`config.mk`:
```
export PLATFORM = sky130hd
export DESIGN_NAME = add_nibble_serial_flat
export DESIGN_NICKNAME = d
export VERILOG_FILES = /design/src/rtl/add_nibble_serial_pkg.sv /design/src/rtl/add_nibble_serial_if.sv /design/src/rtl/add_nibble_serial_add4bit.sv /design/src/rtl/add_nibble_serial.sv /design/src/flat_wrapper.sv
export SDC_FILE = /design/constraint.sdc
export NUM_CORES = 1
export LEC_CHECK = 0
export ABC_CLOCK_PERIOD_IN_PS = 4600
export BUFFER_PORTS_ARGS = -buffer_cell sky130_fd_sc_hd__buf_2
export CORE_UTILIZATION = 59
export DETAILED_ROUTE_END_ITERATION = 8
export PLACE_DENSITY = 0.87
export SLEW_MARGIN = 15
export SYNTH_ARGS = -nofsm -noshare
export SYNTH_HDL_FRONTEND = slang
export SYNTH_SLANG_ARGS = --single-unit
```
`constraint.sdc`:
```
create_clock -name clk -period 4.6 [get_ports clk]
set_input_delay 1.15 -clock clk [delete_from_list [all_inputs] [get_ports clk]]
set_output_delay 1.15 -clock clk [all_outputs]
set_load 0.05 [all_outputs]
```
`src/rtl/add_nibble_serial_pkg.sv`:
```
// Shared types for the nibble-serial adder.
// State encodings and the nibble width used by the datapath.
package add_nibble_serial_pkg;

  localparam int NIBBLE_W = 4;

  typedef enum logic [1:0] {
    ST_IDLE = 2'd0,
    ST_RUN  = 2'd1,
    ST_DONE = 2'd2
  } state_e;

endpackage

```
`src/rtl/add_nibble_serial_if.sv`:
```
// Operand/result handshake bundle for the nibble-serial adder.
// master = producer/consumer side, slave = adder side.
interface add_nibble_serial_if #(
  parameter int WIDTH = 16
);

  logic             in_valid;
  logic             in_ready;
  logic [WIDTH-1:0] a;
  logic [WIDTH-1:0] b;
  logic             c_in;
  logic             out_valid;
  logic             out_ready;
  logic [WIDTH-1:0] sum;
  logic             c_out;

  modport master (
    output in_valid, a, b, c_in, out_ready,
    input  in_ready, out_valid, sum, c_out
  );

  modport slave (
    input  in_valid, a, b, c_in, out_ready,
    output in_ready, out_valid, sum, c_out
  );

endinterface

```
`src/rtl/add_nibble_serial_add4bit.sv`:
```
// 4-bit ripple adder slice reused once per nibble.
// Combinational only.
module add4bit (
  input  logic [3:0] a,
  input  logic [3:0] b,
  input  logic       c_in,
  output logic [3:0] sum,
  output logic       c_out
);

  assign {c_out, sum} = {1'b0, a} + {1'b0, b} + {4'b0, c_in};

endmodule

```
`src/rtl/add_nibble_serial.sv`:
```
// WIDTH-bit adder that streams one nibble per cycle through add4bit.
// Registered carry links the nibbles; valid/ready on both sides.
module add_nibble_serial
  import add_nibble_serial_pkg::*;
#(
  parameter int WIDTH = 16
) (
  input logic clk,
  input logic rst_n,
  add_nibble_serial_if.slave io
);

  localparam int NIBBLES = WIDTH / NIBBLE_W;
  localparam int IW      = $clog2(NIBBLES);

  state_e state_q, state_d;

  logic [WIDTH-1:0] a_sr_q, a_sr_d;
  logic [WIDTH-1:0] b_sr_q, b_sr_d;
  logic [WIDTH-1:0] sum_sr_q, sum_sr_d;
  logic [WIDTH-1:0] sum_q, sum_d;
  logic             carry_q, carry_d;
  logic             c_out_q, c_out_d;
  logic [IW-1:0]    idx_q, idx_d;

  logic [NIBBLE_W-1:0] nib_sum;
  logic                nib_co;
  logic [WIDTH-1:0]    sum_shift;
  logic                last;

  add4bit u_add4 (
    .a     (a_sr_q[NIBBLE_W-1:0]),
    .b     (b_sr_q[NIBBLE_W-1:0]),
    .c_in  (carry_q),
    .sum   (nib_sum),
    .c_out (nib_co)
  );

  // New nibble enters at the MSB so the LSB nibble lands at the bottom.
  assign sum_shift = {nib_sum, sum_sr_q[WIDTH-1:NIBBLE_W]};
  assign last      = (idx_q == IW'(NIBBLES - 1));

  always_comb begin
    state_d  = state_q;
    a_sr_d   = a_sr_q;
    b_sr_d   = b_sr_q;
    sum_sr_d = sum_sr_q;
    sum_d    = sum_q;
    carry_d  = carry_q;
    c_out_d  = c_out_q;
    idx_d    = idx_q;
    unique case (state_q)
      ST_IDLE: begin
        if (io.in_valid) begin
          a_sr_d  = io.a;
          b_sr_d  = io.b;
          carry_d = io.c_in;
          idx_d   = '0;
          state_d = ST_RUN;
        end
      end
      ST_RUN: begin
        sum_sr_d = sum_shift;
        a_sr_d   = a_sr_q >> NIBBLE_W;
        b_sr_d   = b_sr_q >> NIBBLE_W;
        carry_d  = nib_co;
        idx_d    = idx_q + IW'(1);
        if (last) begin
          sum_d   = sum_shift;
          c_out_d = nib_co;
          state_d = ST_DONE;
        end
      end
      ST_DONE: begin
        if (io.out_ready) begin
          state_d = ST_IDLE;
        end
      end
      default: state_d = ST_IDLE;
    endcase
  end

  always_ff @(posedge clk or negedge rst_n) begin
    if (!rst_n) begin
      state_q  <= ST_IDLE;
      a_sr_q   <= '0;
      b_sr_q   <= '0;
      sum_sr_q <= '0;
      sum_q    <= '0;
      carry_q  <= 1'b0;
      c_out_q  <= 1'b0;
      idx_q    <= '0;
    end else begin
      state_q  <= state_d;
      a_sr_q   <= a_sr_d;
      b_sr_q   <= b_sr_d;
      sum_sr_q <= sum_sr_d;
      sum_q    <= sum_d;
      carry_q  <= carry_d;
      c_out_q  <= c_out_d;
      idx_q    <= idx_d;
    end
  end

  assign io.in_ready  = (state_q == ST_IDLE);
  assign io.out_valid = (state_q == ST_DONE);
  assign io.sum       = sum_q;
  assign io.c_out     = c_out_q;

endmodule

```
`src/flat_wrapper.sv`:
```
// flat-port wrapper written by rule: the top's interface ports become plain ports
module add_nibble_serial_flat import add_nibble_serial_pkg::*;
#(
  parameter int WIDTH = 16
)
  (clk, rst_n, io_in_valid, io_a, io_b, io_c_in, io_out_ready, io_in_ready, io_out_valid, io_sum, io_c_out);
  add_nibble_serial_if #(.WIDTH(WIDTH)) io_i ();
  input logic clk;
  input logic rst_n;
  input wire logic [$bits(io_i.in_valid)-1:0] io_in_valid;
  input wire logic [$bits(io_i.a)-1:0] io_a;
  input wire logic [$bits(io_i.b)-1:0] io_b;
  input wire logic [$bits(io_i.c_in)-1:0] io_c_in;
  input wire logic [$bits(io_i.out_ready)-1:0] io_out_ready;
  output wire logic [$bits(io_i.in_ready)-1:0] io_in_ready;
  output wire logic [$bits(io_i.out_valid)-1:0] io_out_valid;
  output wire logic [$bits(io_i.sum)-1:0] io_sum;
  output wire logic [$bits(io_i.c_out)-1:0] io_c_out;
  assign io_i.in_valid = io_in_valid;
  assign io_i.a = io_a;
  assign io_i.b = io_b;
  assign io_i.c_in = io_c_in;
  assign io_i.out_ready = io_out_ready;
  assign io_in_ready = io_i.in_ready;
  assign io_out_valid = io_i.out_valid;
  assign io_sum = io_i.sum;
  assign io_c_out = io_i.c_out;
  add_nibble_serial #(.WIDTH(WIDTH)) u_core (.clk(clk), .rst_n(rst_n), .io(io_i));
endmodule
```
==> reports/metrics.csv <==
metric;value;unit
synth_simple_gate_area_share;12.0;%
synth-warning-count;0;
rsz0062_at_grt;false;
critPathMaxFanout;13;
htree_levels;3;
final_cells;392;
max_clock_freq;373;MHz
fin_util;72.1;%
yosys_register_bits;66;
setup.worst_path.class;flop to output pin;
area_delta_synth_final;14.9;%
overflow;0;
post_cts_buffers;0;
synth_area;3020;um2
critPathCaptureType;output pin;
clk_latency;0.34;ns
place_hpwl;3860;um
hold_buffers;0;
n_antenna_cell;0;
met3WireLength;230;um
drive_above_1_share;27.1;%
dp.cells;375;
worst_pin_slew;1.12;ns
root_buffer;clkbuf_8;
antenna_found_initial;0;
gp_congestion;0.714;
ios;56;
cpMaxStageDelayCell;dfrtp_1;
p_per_area;795;nW/um2
routed-wl-met2;2770;um
port_buffers;55;
die-area;5420;um2
finalSetupViolCount;0;
worstPathArrival;1.53;ns
slowest_delay;0.59;ns
layout_min_cycle_time;2.68;ns
viasPerCell;5.35;
nNetsFinal;363;
synth_compound_gate_area_share;10.5;%
grt_pass1_wl;9500;um
cp.required;3.45;ns
relSlewSlack;25.1;%
seq_area_frac_synth;54.6;%
pre_cts_ws;2.01;ns
cts_sinks;66;
hold_viol;0;
grt_pass1_vias;2160;
start_kind;flop;
finalCritPeriodShare;58.3;%
status;finished, final reports clean;
synth-async-reset-ratio;100;%
crit_chain;nand2b_1 > inv_1 > buf_2;
drv_slew;0;
synth-edff-count;0;
synthXorXnorAreaFrac;0.290;%
dr.pass1.iters;4;
ir_drop;0.339;mV
setup-tns-final;0;ns
dieHeight;73.6;um
wl;5680;um
cts_tree;done;
route.vias.total;2096;
ctsResizeCount;0;
leakage;0.00181;uW
rows;25;
synth_flop_cell;dfrtp_1;
ys_types;33;
num-fill-cells;367;
avgSynthCellArea;11.3;um2
fin_ws;1.92;ns
ant_nets;0;
grt_max_degree;54;
synthMuxAreaShare;14.4;%
syn-num-nets;311;
hold_ws;0.479;ns
grt_util_all_layers;23.6;%
initial_core_util;62.8;%
numCtsBuffers;9;
cts_buffer_depth;2;
synthAdderAreaFrac;2.98;%
synthesis.instances;268;
clock_skew;0.00766;ns
clkTransAtPathRegs;0.06;ns
wire_per_inst;14.5;um
wl_met1;2600;um
drt_iter0_drc;114;
min_path_type;flop to flop;
post-route-drc-count;0;
die_w;73.6;um
cap_violations;0;
top_layer_used;met4;
synth_top_family_by_area;multiplexers;
design.core.area;4820;um2
==> metal layers <==
layer / GRT usage (%) / up-vias
met5: 0 / -
li1: - / 1015
met4: 9.83 / 0
met1: 29.9 / 1012
met3: 3.98 / 8
met2: 40.3 / 61
==> power breakdown <==
group / switching, uW / internal (uW)
clock network: 207 / 239
logic: 787 / 494
registers: 191 / 846
==> cells by family (layout without fill, tap and decap cells) <==
family | after synthesis | in the layout
DFF | 66 | 66
buffers and inverters | 22 | 79
adders and majority gates | 6 | 6
and+or+nand+nor | 80 | 80
AOI/OAI and AO/OA | 56 | 56
muxes | 37 | 37
xor gates and xnor gates | 1 | 1
==> final timing paths <==
kind	startpoint	end	slack, ns	depth (start not counted)
max	u_core.state_q[0]	io_out_valid	1.92	3
min	u_core.sum_sr_q[4]	u_core.sum_sr_q[4]	0.48	2
max reg2reg	u_core.state_q[0]	u_core.b_sr_q[5]	2.33	3
min reg2reg	u_core.sum_sr_q[4]	u_core.sum_sr_q[4]	0.48	2
max in group asynchronous	rst_n	u_core.b_sr_q[5]	3.10	2
min in group asynchronous	rst_n	u_core.io.sum[3]	0.82	1
==> final cells by class <==
cell class,count,area (um2),area share (%)
clock buffers,14,173,4.97
clock inverters,2,10.0,0.288
inverters,6,22.5,0.648
multi-input cells,180,1220,35.2
flip-flops and latches,66,1650,47.5
well taps,67,83.8,2.41
repair buffers,57,310,8.93
==> critical path: cells and delay by family (launching register included) <==
| family | cells | cell delay, ns |
|---|---|---|
| flip-flops | 1 | 0.59 |
| buffers and inverters | 2 | 0.35 |
| AND/OR/NAND/NOR | 1 | 0.27 |
==> stage by stage <==
stage,instance area (um2),power [uW]
after CTS,3450,2780
after global placement,3260,2270
after floorplan,3020,2120
after detailed placement,3260,2340
final,3470,2760
after global routing,3470,2970
==> cell usage in the layout, fill, tap and decap left out, drive strengths merged <==
| master | Yosys | layout |
|---|---|---|
| nand2 | 64 | 64 |
| buf | 14 | 57 |
| o31ai | 2 | 2 |
| nand2b | 2 | 2 |
| nand3b | 2 | 2 |
| a22o | 1 | 1 |
| nand3 | 1 | 1 |
| mux2 | 13 | 13 |
| nor2b | 9 | 9 |
| fa | 2 | 2 |
| xor2 | 1 | 1 |
| a21oi | 9 | 9 |
| o21bai | 1 | 1 |
| ha | 4 | 4 |
| clkinv | 0 | 2 |
| nor2 | 1 | 1 |
| and3b | 1 | 1 |
| a32o | 2 | 2 |
| mux2i | 24 | 24 |
| clkbuf | 2 | 14 |
| o21ai | 37 | 37 |
| dfrtp | 66 | 66 |
| inv | 6 | 6 |
| o211a | 1 | 1 |
| a21boi | 1 | 1 |
| a31oi | 1 | 1 |
| a41oi | 1 | 1 |
==> synth_stat cells, drive strengths merged (4+ instances only) <==
| library cell | instances | share of area (%) |
|---|---|---|
| a21oi | 9 | 1.5 |
| buf | 14 | 4.1 |
| dfrtp | 66 | 55 |
| ha | 4 | 1.7 |
| inv | 6 | 0.74 |
| mux2 | 13 | 6.5 |
| mux2i | 24 | 7.9 |
| nand2 | 64 | 7.9 |
| nor2b | 9 | 2.2 |
| o21ai | 37 | 6.1 |
==> flip-flops by register name, indices dropped and copies added, names as in the netlist <==
name             flops
u_core.state_q       2
u_core.sum_sr_q     12
u_core.a_sr_q       16
u_core.b_sr_q       16
u_core.io.c_out      1
u_core.idx_q         2
u_core.carry_q       1
u_core.io.sum       16
(Power assumes the default switching activity.)
